$ cat config.mk
export PLATFORM = sky130hd
export DESIGN_NAME = multicycle_control
export DESIGN_NICKNAME = d
export VERILOG_FILES = /design/src/rtl/multicycle_control_pkg.sv /design/src/rtl/multicycle_control_alu_decoder.sv /design/src/rtl/multicycle_control.sv
export SDC_FILE = /design/constraint.sdc
export NUM_CORES = 1
export LEC_CHECK = 0
export ABC_AREA = 0
export ABC_CLOCK_PERIOD_IN_PS = 1570
export BUFFER_PORTS_ARGS = -buffer_cell sky130_fd_sc_hd__buf_2
export CORE_MARGIN = 5
export CORE_UTILIZATION = 37
export DETAILED_ROUTE_END_ITERATION = 12
export GPL_TIMING_DRIVEN = 0
export PLACE_DENSITY = 0.76
export SLEW_MARGIN = 20
export SYNTH_ARGS = -nofsm -noshare
export SYNTH_HDL_FRONTEND = slang
export SYNTH_SLANG_ARGS = --single-unit
$ cat constraint.sdc
create_clock -name clk -period 1.57 [get_ports clk]
set_input_delay 0.314 -clock clk [delete_from_list [all_inputs] [get_ports clk]]
set_output_delay 0.314 -clock clk [all_outputs]
set_load 0.005 [all_outputs]
$ cat src/rtl/multicycle_control_pkg.sv
// Shared encodings for the multicycle RV32I-subset controller: states, opcodes,
// ALU codes, immediate formats and datapath mux selects.
package riscv_ctrl_pkg;

    typedef enum logic [3:0] {
        S_RESET  = 4'd0,
        FETCH    = 4'd1,
        DECODE   = 4'd2,
        MEMADR   = 4'd3,
        MEMREAD  = 4'd4,
        MEMWB    = 4'd5,
        MEMWRITE = 4'd6,
        EXECUTER = 4'd7,
        EXECUTEI = 4'd8,
        ALUWB    = 4'd9,
        BRANCH   = 4'd10,
        JAL      = 4'd11
    } state_e;

    localparam logic [6:0] OP_LW  = 7'b0000011;
    localparam logic [6:0] OP_SW  = 7'b0100011;
    localparam logic [6:0] OP_R   = 7'b0110011;
    localparam logic [6:0] OP_I   = 7'b0010011;
    localparam logic [6:0] OP_BR  = 7'b1100011;
    localparam logic [6:0] OP_JAL = 7'b1101111;

    localparam logic [2:0] ALU_ADD = 3'b000;
    localparam logic [2:0] ALU_SUB = 3'b001;
    localparam logic [2:0] ALU_AND = 3'b010;
    localparam logic [2:0] ALU_OR  = 3'b011;
    localparam logic [2:0] ALU_SLT = 3'b101;

    localparam logic [1:0] ALUOP_ADD   = 2'b00;
    localparam logic [1:0] ALUOP_SUB   = 2'b01;
    localparam logic [1:0] ALUOP_FUNCT = 2'b10;

    // Must match the immediate extender's format select.
    localparam logic [1:0] IMM_I = 2'b00;
    localparam logic [1:0] IMM_S = 2'b01;
    localparam logic [1:0] IMM_B = 2'b10;
    localparam logic [1:0] IMM_J = 2'b11;

    localparam logic [1:0] SRCA_PC    = 2'b00;
    localparam logic [1:0] SRCA_OLDPC = 2'b01;
    localparam logic [1:0] SRCA_RD1   = 2'b10;

    localparam logic [1:0] SRCB_RD2  = 2'b00;
    localparam logic [1:0] SRCB_IMM  = 2'b01;
    localparam logic [1:0] SRCB_FOUR = 2'b10;

    localparam logic [1:0] RES_ALUOUT    = 2'b00;
    localparam logic [1:0] RES_DATA      = 2'b01;
    localparam logic [1:0] RES_ALURESULT = 2'b10;

    function automatic logic [1:0] imm_src_of(input logic [6:0] op);
        case (op)
            OP_SW:   return IMM_S;
            OP_BR:   return IMM_B;
            OP_JAL:  return IMM_J;
            default: return IMM_I;
        endcase
    endfunction

endpackage

$ cat src/rtl/multicycle_control_alu_decoder.sv
// Combinational ALU decoder: maps alu_op plus instruction fields to alu_control.
// Shared with the single-cycle core variants.
module alu_decoder
    import riscv_ctrl_pkg::*;
(
    input  logic [1:0] alu_op_i,
    input  logic [2:0] funct3_i,
    input  logic       op5_i,
    input  logic       funct7_5_i,
    output logic [2:0] alu_control_o
);

    always_comb begin
        alu_control_o = ALU_ADD;
        case (alu_op_i)
            ALUOP_ADD: alu_control_o = ALU_ADD;
            ALUOP_SUB: alu_control_o = ALU_SUB;
            ALUOP_FUNCT: begin
                case (funct3_i)
                    // op5 separates R-type sub from addi, whose imm[10] aliases funct7_5
                    3'b000:  alu_control_o = (op5_i & funct7_5_i) ? ALU_SUB : ALU_ADD;
                    3'b010:  alu_control_o = ALU_SLT;
                    3'b110:  alu_control_o = ALU_OR;
                    3'b111:  alu_control_o = ALU_AND;
                    default: alu_control_o = ALU_ADD;
                endcase
            end
            default: alu_control_o = ALU_ADD;
        endcase
    end

endmodule

$ cat src/rtl/multicycle_control.sv
// Moore FSM main controller for the multicycle core; every output is decoded
// from the state register and the current instruction fields.
module multicycle_control
    import riscv_ctrl_pkg::*;
(
    input  logic       clk,
    input  logic       reset,
    input  logic [6:0] op,
    input  logic [2:0] funct3,
    input  logic       funct7_5,
    input  logic       zero,
    output logic       pc_write,
    output logic       adr_src,
    output logic       mem_write,
    output logic       ir_write,
    output logic [1:0] result_src,
    output logic [1:0] alu_src_a,
    output logic [1:0] alu_src_b,
    output logic [2:0] alu_control,
    output logic [1:0] imm_src,
    output logic       reg_write,
    output logic       illegal_instr
);

    state_e     state_q, state_d;
    logic [1:0] alu_op;
    logic       branch;
    logic       pc_update;
    logic       take;

    always_ff @(posedge clk or posedge reset) begin
        if (reset) state_q <= S_RESET;
        else       state_q <= state_d;
    end

    always_comb begin
        state_d       = state_q;
        adr_src       = 1'b0;
        mem_write     = 1'b0;
        ir_write      = 1'b0;
        result_src    = RES_ALUOUT;
        alu_src_a     = SRCA_PC;
        alu_src_b     = SRCB_RD2;
        alu_op        = ALUOP_ADD;
        reg_write     = 1'b0;
        illegal_instr = 1'b0;
        branch        = 1'b0;
        pc_update     = 1'b0;
        case (state_q)
            S_RESET: state_d = FETCH;
            FETCH: begin
                ir_write   = 1'b1;
                alu_src_b  = SRCB_FOUR;
                result_src = RES_ALURESULT;
                pc_update  = 1'b1;
                state_d    = DECODE;
            end
            DECODE: begin
                alu_src_a = SRCA_OLDPC;
                alu_src_b = SRCB_IMM;
                case (op)
                    OP_LW, OP_SW: state_d = MEMADR;
                    OP_R:         state_d = EXECUTER;
                    OP_I:         state_d = EXECUTEI;
                    OP_BR:        state_d = BRANCH;
                    OP_JAL:       state_d = JAL;
                    default: begin
                        illegal_instr = 1'b1;
                        state_d       = FETCH;
                    end
                endcase
            end
            MEMADR: begin
                alu_src_a = SRCA_RD1;
                alu_src_b = SRCB_IMM;
                state_d   = (op == OP_LW) ? MEMREAD : MEMWRITE;
            end
            MEMREAD: begin
                adr_src = 1'b1;
                state_d = MEMWB;
            end
            MEMWB: begin
                result_src = RES_DATA;
                reg_write  = 1'b1;
                state_d    = FETCH;
            end
            MEMWRITE: begin
                adr_src   = 1'b1;
                mem_write = 1'b1;
                state_d   = FETCH;
            end
            EXECUTER: begin
                alu_src_a = SRCA_RD1;
                alu_op    = ALUOP_FUNCT;
                state_d   = ALUWB;
            end
            EXECUTEI: begin
                alu_src_a = SRCA_RD1;
                alu_src_b = SRCB_IMM;
                alu_op    = ALUOP_FUNCT;
                state_d   = ALUWB;
            end
            ALUWB: begin
                reg_write = 1'b1;
                state_d   = FETCH;
            end
            BRANCH: begin
                alu_src_a = SRCA_RD1;
                alu_op    = ALUOP_SUB;
                branch    = 1'b1;
                state_d   = FETCH;
            end
            JAL: begin
                alu_src_a = SRCA_OLDPC;
                alu_src_b = SRCB_FOUR;
                pc_update = 1'b1;
                state_d   = ALUWB;
            end
            default: state_d = S_RESET;
        endcase
    end

    always_comb begin
        case (funct3)
            3'b000:  take = zero;
            3'b001:  take = ~zero;
            default: take = 1'b0;
        endcase
    end

    assign pc_write = pc_update | (branch & take);
    assign imm_src  = imm_src_of(op);

    alu_decoder u_alu_decoder (
        .alu_op_i      (alu_op),
        .funct3_i      (funct3),
        .op5_i         (op[5]),
        .funct7_5_i    (funct7_5),
        .alu_control_o (alu_control)
    );

endmodule

==> summary.md, run 1 <==
| Metric | Value |
|---|---|
| Status | finished, violations left |
| Failing checks | setup timing |
| Pin count of the biggest net entering global routing | 11 |
| Most common cell after layout, fill and taps aside | buf_2 |
| First drt pass iteration count | 4 |
| Most flops, register | state_q |
| Crit. End Element | output pin |
| Crit-path max cell delay | 0.38 ns |
| Top_reg_cell synth | dfrtp_1 |
| CTS tree | done |
| Chip width | 51.8 µm |
| Worst Path Max Fanout | 3 |
| Clock latency at the later pin of the worst-skew pair | 0.23 ns |
| Aggregate global routing overflow | 0 |
| EDFF count, synth | 0 |
| Final hold violations | 0 |
| Area leader, netlist | dfrtp_1 |
| F_max | 500 MHz |
| Clock Tree Root | clkbuf_4 |
| Synth Warn # | 0 |
| Slew HR | 78.4% |
| Sink Count | 4 |
| CTS clk-pin slew, worst paths | 0.04 ns |
| Crit-path most repeated cell | buf_6 |
| Post-place setup slack | -0.297 ns |
| DRC | 0 |
| Ant diodes | 0 |
| Critical path class | reg2out |
| # port buffers | 30 |
| Distinct cells, synth | 39 |
| RSZ-0062 raised after global routing | true |
| Vias in the first global route | 808 |
| Max reg flops | 4 |
| Crit path max-delay cell type | dfrtp_1 |
| Seq/Total Area, Yosys | 15.5% |
| Antenna-violating nets left | 0 |
| Clk_skew | 0.000586 ns |
| Register bit total from synthesis | 4 |
| Synth top area share | 15.5% |
| Syn Nets | 105 |
| Die Span Y | 51.8 µm |
| HP Class | in2reg |
| Max-slew violations | 0 |
| Core Footprint | 1690 µm² |
| DRT iter0 DRCs | 9 |
| Detailed placer's ending HPWL | 1370 µm |
| Synth Area per Inst | 7.27 µm² |
| Routed WL | 2080 µm |
| Max Cap Violations | 0 |
| Htree depth | 1 |
| Commonest cells after routing, fill and taps aside | buf_2 (29), nor2_1 (9), buf_4 (9) |
| Syn Inst Count | 89 |
| Minimum clock period | 2.00 ns |
| Synth-to-layout area growth | 71.8% |
| Filler cell count | 147 |
| Number of antenna violations at the first check in global routing | 0 |
| Worst-Margin Slew | 0.320 ns |
| Die ar. | 2680 µm² |
| WL/cell | 13.5 µm |
| Static leakage | 0.565 nW |
| Mapped Area | 647 µm² |
| Post-route setup TNS | -1.95 ns |
| FF/Latch Area | 100 µm² |
| Top flop regs | state_q x4 |
| Area occupied by multi-input gates | 581 µm² |
| GPL Wtd Cong | 0.811 |
| FFs w/ async S/R, synth | 100% |
| Layout cells sized above 1 | 56.2% |
| Global-route wire length before repair | 3240 µm |
| Final Cycle Share | 127% |
| Final setup fails | 11 |
| Critical Path AT | 1.69 ns |
| Gr usage total | 15.5% |
| Power per cell area | 1760 nW/µm² |
| Rows | 15 |
| Vias per cell | 5.12 |
| Vias | 788 |
| Top-Level Pins | 31 |
| Critical path required time | 1.26 ns |
| Critical-path cell list | buf_6 > buf_6 > nand3b_1 > ha_4 > buf_6 > a31oi_1 > nor2_1 > buf_2 |
| Startpoint types | register |
| Final setup margin | -0.430 ns |
| Max IR drop VDD | 0.780 mV |
| Synth top area cells | dfrtp_1 (15%), nor2_1 (7.5%), clkbuf_8 (6.4%) |
| CTS max path bufs | 2 |
| # nets final | 155 |
| Starting Density | 38.3% |
| Post-Route Utilization | 65.8% |
| Total CTS buffers | 3 |
==> repair_timing <==
| action | CTS | global route |
|---|---|---|
| setup buffers | 11 | 3 |
| pin swaps | 6 | 7 |
| hold buffers | 1 | 0 |
| gates resized for setup | 18 | 15 |
| gates cloned | 0 | 0 |
| endpoints found under the setup margin | 9 | 13 |
| hold endpoints to repair | 4 | 0 |
==> per-layer routing <==
layer	GRT usage (%)	share of wire, %	vias up
met5	0	0	-
met4	5.24	0	0
met3	0.287	3.5	0
met2	31.6	57	21
met1	16.6	39	363
li1	-	-	404
==> power breakdown <==
| part | leakage (nW) | total, W | switching, W | internal, W |
|---|---|---|---|---|
| Clock | 0.0138 | 0.000123 | 0.0000380 | 0.0000852 |
| Sequential | 0.0496 | 0.000199 | 0.0000451 | 0.000154 |
| Combinational | 0.502 | 0.00163 | 0.000745 | 0.000884 |
==> cell usage after synthesis (3+ instances only) <==
cell type,instances
nor2_1,13
nand2_1,8
o21ai_1,5
a21oi_1,4
dfrtp_1,4
inv_1,4
nand2b_1,4
and3_1,3
clkbuf_8,3
nand3_1,3
==> logic make-up (layout without fill, tap and decap cells) <==
logic type / after synthesis / in the layout / share of synthesized area, %
adders and majority gates: 2 / 2 / 3.87
and+or+nand+nor: 49 / 49 / 43.1
muxes: 1 / 1 / 1.55
AOI/OAI and AO/OA: 20 / 20 / 18.6
buffers and inverters: 10 / 58 / 13.3
xor gates and xnor gates: 3 / 3 / 4.06
DFF: 4 / 4 / 15.5
==> critical path: cells and delay by family (launching register included) <==
| kind | cells | cell delay, ns |
|---|---|---|
| buffers and inverters | 4 | 0.47 |
| adders and majority gates | 1 | 0.20 |
| AOI/OAI and AO/OA | 1 | 0.14 |
| and+or+nand+nor | 2 | 0.26 |
| DFF | 1 | 0.38 |
==> cell type report <==
type | instances | area share, %
repair buffers | 45 | 26.8
flip-flops and latches | 4 | 9.01
well taps | 17 | 1.91
inverters | 4 | 1.35
plain buffers | 6 | 6.64
clock buffers | 3 | 2.03
multi-input cells | 75 | 52.3
==> stage by stage <==
step / area (µm²) / cells / hold slack (ns) / power, W
final: 1110 / 154 / 0.432 / 0.00195
after global placement: 836 / 136 / 0.191 / 0.00117
after floorplan: 664 / 89 / 0.0801 / 0.000900
after global routing: 1110 / 154 / 0.457 / 0.00209
after detailed placement: 836 / 136 / 0.193 / 0.00120
after CTS: 1030 / 151 / 0.433 / 0.00172
==> worst paths after layout <==
kind | startpoint | endpoint | slack, ns | cells past startpoint
worst max-delay path | state_q[2] | alu_control[0] | -0.43 | 8
min in group asynchronous | reset | state_q[0] | 0.51 | 3
worst min register to register | state_q[0] | state_q[3] | 0.66 | 3
max in group asynchronous | reset | state_q[2] | 0.92 | 3
worst min-delay path | op[4] | state_q[1] | 0.43 | 3
worst max register to register | state_q[2] | state_q[3] | 0.12 | 8
Power figures use the tool's default switching activity.
==> inputs of run 2 (changes only) <==
- CORE_UTILIZATION: 37 -> 31
- PLACE_DENSITY: 0.76 -> 0.67
==> run 2 against run 1 <==
Against the previous run: sequential power hardly changed; hold slack worse by 0.0063 ns; critical path depth is 2 lower; clock skew is 0.0083 ns higher; critical endpoint is now alu_control[2]; the flow still finishes with violations (setup timing).
==> summary.md, run 2 (synthesis gave the netlist of run 1 again) <==
| Metric | Value |
|---|---|
| # port buffers | 30 (unchanged) |
| Worst-Margin Slew | 0.285 ns (was 0.320 ns) |
| Worst setup path startpoint | state_q[2] (unchanged) |
| Critical Path AT | 1.73 ns (was 1.69 ns) |
| Final Cycle Share | 130% (was 127%) |
| Clock Tree Root | clkbuf_4 (unchanged) |
| Startpoint types | register (unchanged) |
| Starting Density | 32.6% (was 38.3%) |
| Crit-path max cell delay | 0.38 ns (about the same) |
| Critical path class | reg2out (unchanged) |
| Static leakage | 0.571 nW (was 0.565 nW) |
| Max IR drop VDD | 0.726 mV (was 0.780 mV) |
| Post-place setup slack | -0.283 ns (was -0.297 ns) |
| End of the critical path | alu_control[2] (was alu_control[0]) |
| Critical path required time | 1.26 ns (about the same) |
| Power per cell area | 1690 nW/µm² (was 1760 nW/µm²) |
| CTS clk-pin slew, worst paths | 0.04 ns (about the same) |
| Worst Path Max Fanout | 4 (was 3) |
| Htree depth | 1 (unchanged) |
| Final setup fails | 11 (unchanged) |
| Clk_skew | 0.00890 ns (was 0.000586 ns) |
| Worst r2r src | state_q[2] (unchanged) |
| Crit. End Element | output pin (unchanged) |
| Ant diodes | 0 (unchanged) |
| Rows | 16 (was 15) |
| Failing checks | setup timing (unchanged) |
| Max-slew violations | 0 (unchanged) |
| Most common cell after layout, fill and taps aside | buf_2 (unchanged) |
| Top flop regs | state_q x4 (unchanged) |
| DRC | 0 (unchanged) |
| Max reg flops | 4 (unchanged) |
| Post-Route Utilization | 58.1% (was 65.8%) |
| Antenna-violating nets left | 0 (unchanged) |
| GPL Wtd Cong | 0.739 (was 0.811) |
| Detailed placer's ending HPWL | 1360 µm (was 1370 µm) |
| Slew HR | 80.7% (was 78.4%) |
| Vias per cell | 4.86 (was 5.12) |
| Vias | 806 (was 788) |
| Top-Level Pins | 31 (unchanged) |
| # nets final | 157 (was 155) |
| First drt pass iteration count | 4 (unchanged) |
| Post-route setup TNS | -2.38 ns (was -1.95 ns) |
| CTS tree | done (unchanged) |
| Aggregate global routing overflow | 0 (unchanged) |
| Core Footprint | 1980 µm² (was 1690 µm²) |
| Status | finished, violations left (unchanged) |
| Worst R2R Path Depth | 6 (was 8) |
| Vias in the first global route | 749 (was 808) |
| Pin count of the biggest net entering global routing | 11 (unchanged) |
| Minimum clock period | 2.04 ns (was 2.00 ns) |
| HP Class | in2reg (unchanged) |
| R2r endpoint | state_q[2] (was state_q[3]) |
| Commonest cells after routing, fill and taps aside | buf_2 (27), buf_6 (11), buf_4 (10) (was buf_2 (29), nor2_1 (9), buf_4 (9)) |
| Gr usage total | 12.4% (was 15.5%) |
| Most flops, register | state_q (unchanged) |
| Global-route wire length before repair | 3190 µm (was 3240 µm) |
| Routed WL | 2150 µm (was 2080 µm) |
| Clock latency at the later pin of the worst-skew pair | 0.24 ns (was 0.23 ns) |
| Critical-path cell list | buf_6 > buf_8 > nand3b_1 > ha_4 > nor4_4 > buf_2 (was buf_6 > buf_6 > nand3b_1 > ha_4 > buf_6 > a31oi_1 > nor2_1 > buf_2) |
| DRT iter0 DRCs | 18 (was 9) |
| Flop2flop setup slack | 0.25 ns (was 0.12 ns) |
| Max Cap Violations | 0 (unchanged) |
| Layout cells sized above 1 | 56.1% (was 56.2%) |
| WL/cell | 13.0 µm (was 13.5 µm) |
| Die Span Y | 55.7 µm (was 51.8 µm) |
| Final hold violations | 0 (unchanged) |
| Total CTS buffers | 3 (unchanged) |
| Sink Count | 4 (unchanged) |
| CTS max path bufs | 2 (unchanged) |
| Synth-to-layout area growth | 78.1% (was 71.8%) |
| Crit path max-delay cell type | dfrtp_1 (unchanged) |
| Final setup margin | -0.470 ns (was -0.430 ns) |
| RSZ-0062 raised after global routing | true (unchanged) |
| Number of antenna violations at the first check in global routing | 0 (unchanged) |
| Die ar. | 3100 µm² (was 2680 µm²) |
| Chip width | 55.7 µm (was 51.8 µm) |
| F_max | 490 MHz (was 500 MHz) |
-- run 2: final cells by class --
type	instances	area, µm²
clock buffer	3	22.5
timing repair buffer	47	329
fill	160	830
multi-input combinational	75	579
sequential	4	100
tap	27	33.8
buffer	6	72.6
inverter	4	15.0
-- run 2: critical path, delay by kind of cell (launching register included) --
| kind | cells | cell delay, ns |
|---|---|---|
| adders and majority gates | 1 | 0.27 |
| DFF | 1 | 0.38 |
| buffers and inverters | 3 | 0.40 |
| and+or+nand+nor | 2 | 0.45 |
-- run 2: worst min path at each step --
stage / startpoint / cells after the start / to / slack [ns]
2_1_floorplan: reset / 1 / state_q[0] / 0.08
3_3_place_gp: reset / 2 / state_q[0] / 0.19
3_5_place_dp: reset / 2 / state_q[0] / 0.20
4_1_cts: op[4] / 3 / state_q[1] / 0.42
5_1_grt: op[4] / 3 / state_q[1] / 0.47
6_report: op[4] / 3 / state_q[1] / 0.43
-- run 2: per-layer routing --
metal / vias to the layer above / part of all wire, % / track usage, %
li1: 410 / - / -
met1: 368 / 40 / 13.2
met2: 24 / 54 / 22.6
met3: 4 / 4.7 / 2.09
met4: 0 / 1.3 / 7.29
met5: - / 0 / 0
-- run 2: what timing repair did --
action / 4_1_cts / 5_1_grt
pin swaps: 4 / 5
setup endpoints to repair: 9 / 12
resized for setup: 11 / 24
hold buffers: 1 / 0
setup buffers: 4 / 12
endpoints found under the hold margin: 4 / 0
-- run 2: metrics by stage --
step / hold slack (ns) / std cells / cell area [µm²] / power, W
2_1_floorplan: 0.0801 / 89 / 664 / 0.000900
5_1_grt: 0.474 / 166 / 1150 / 0.00208
4_1_cts: 0.416 / 154 / 953 / 0.00150
3_5_place_dp: 0.201 / 146 / 848 / 0.00120
3_3_place_gp: 0.191 / 146 / 848 / 0.00118
6_report: 0.426 / 166 / 1150 / 0.00194
-- run 2: power by group --
group | leakage (nW) | switching (W) | internal (W)
logic | 0.507 | 0.000714 | 0.000901
registers | 0.0496 | 0.0000452 | 0.000154
clock network | 0.0138 | 0.0000422 | 0.0000855
total | 0.571 | 0.000801 | 0.00114
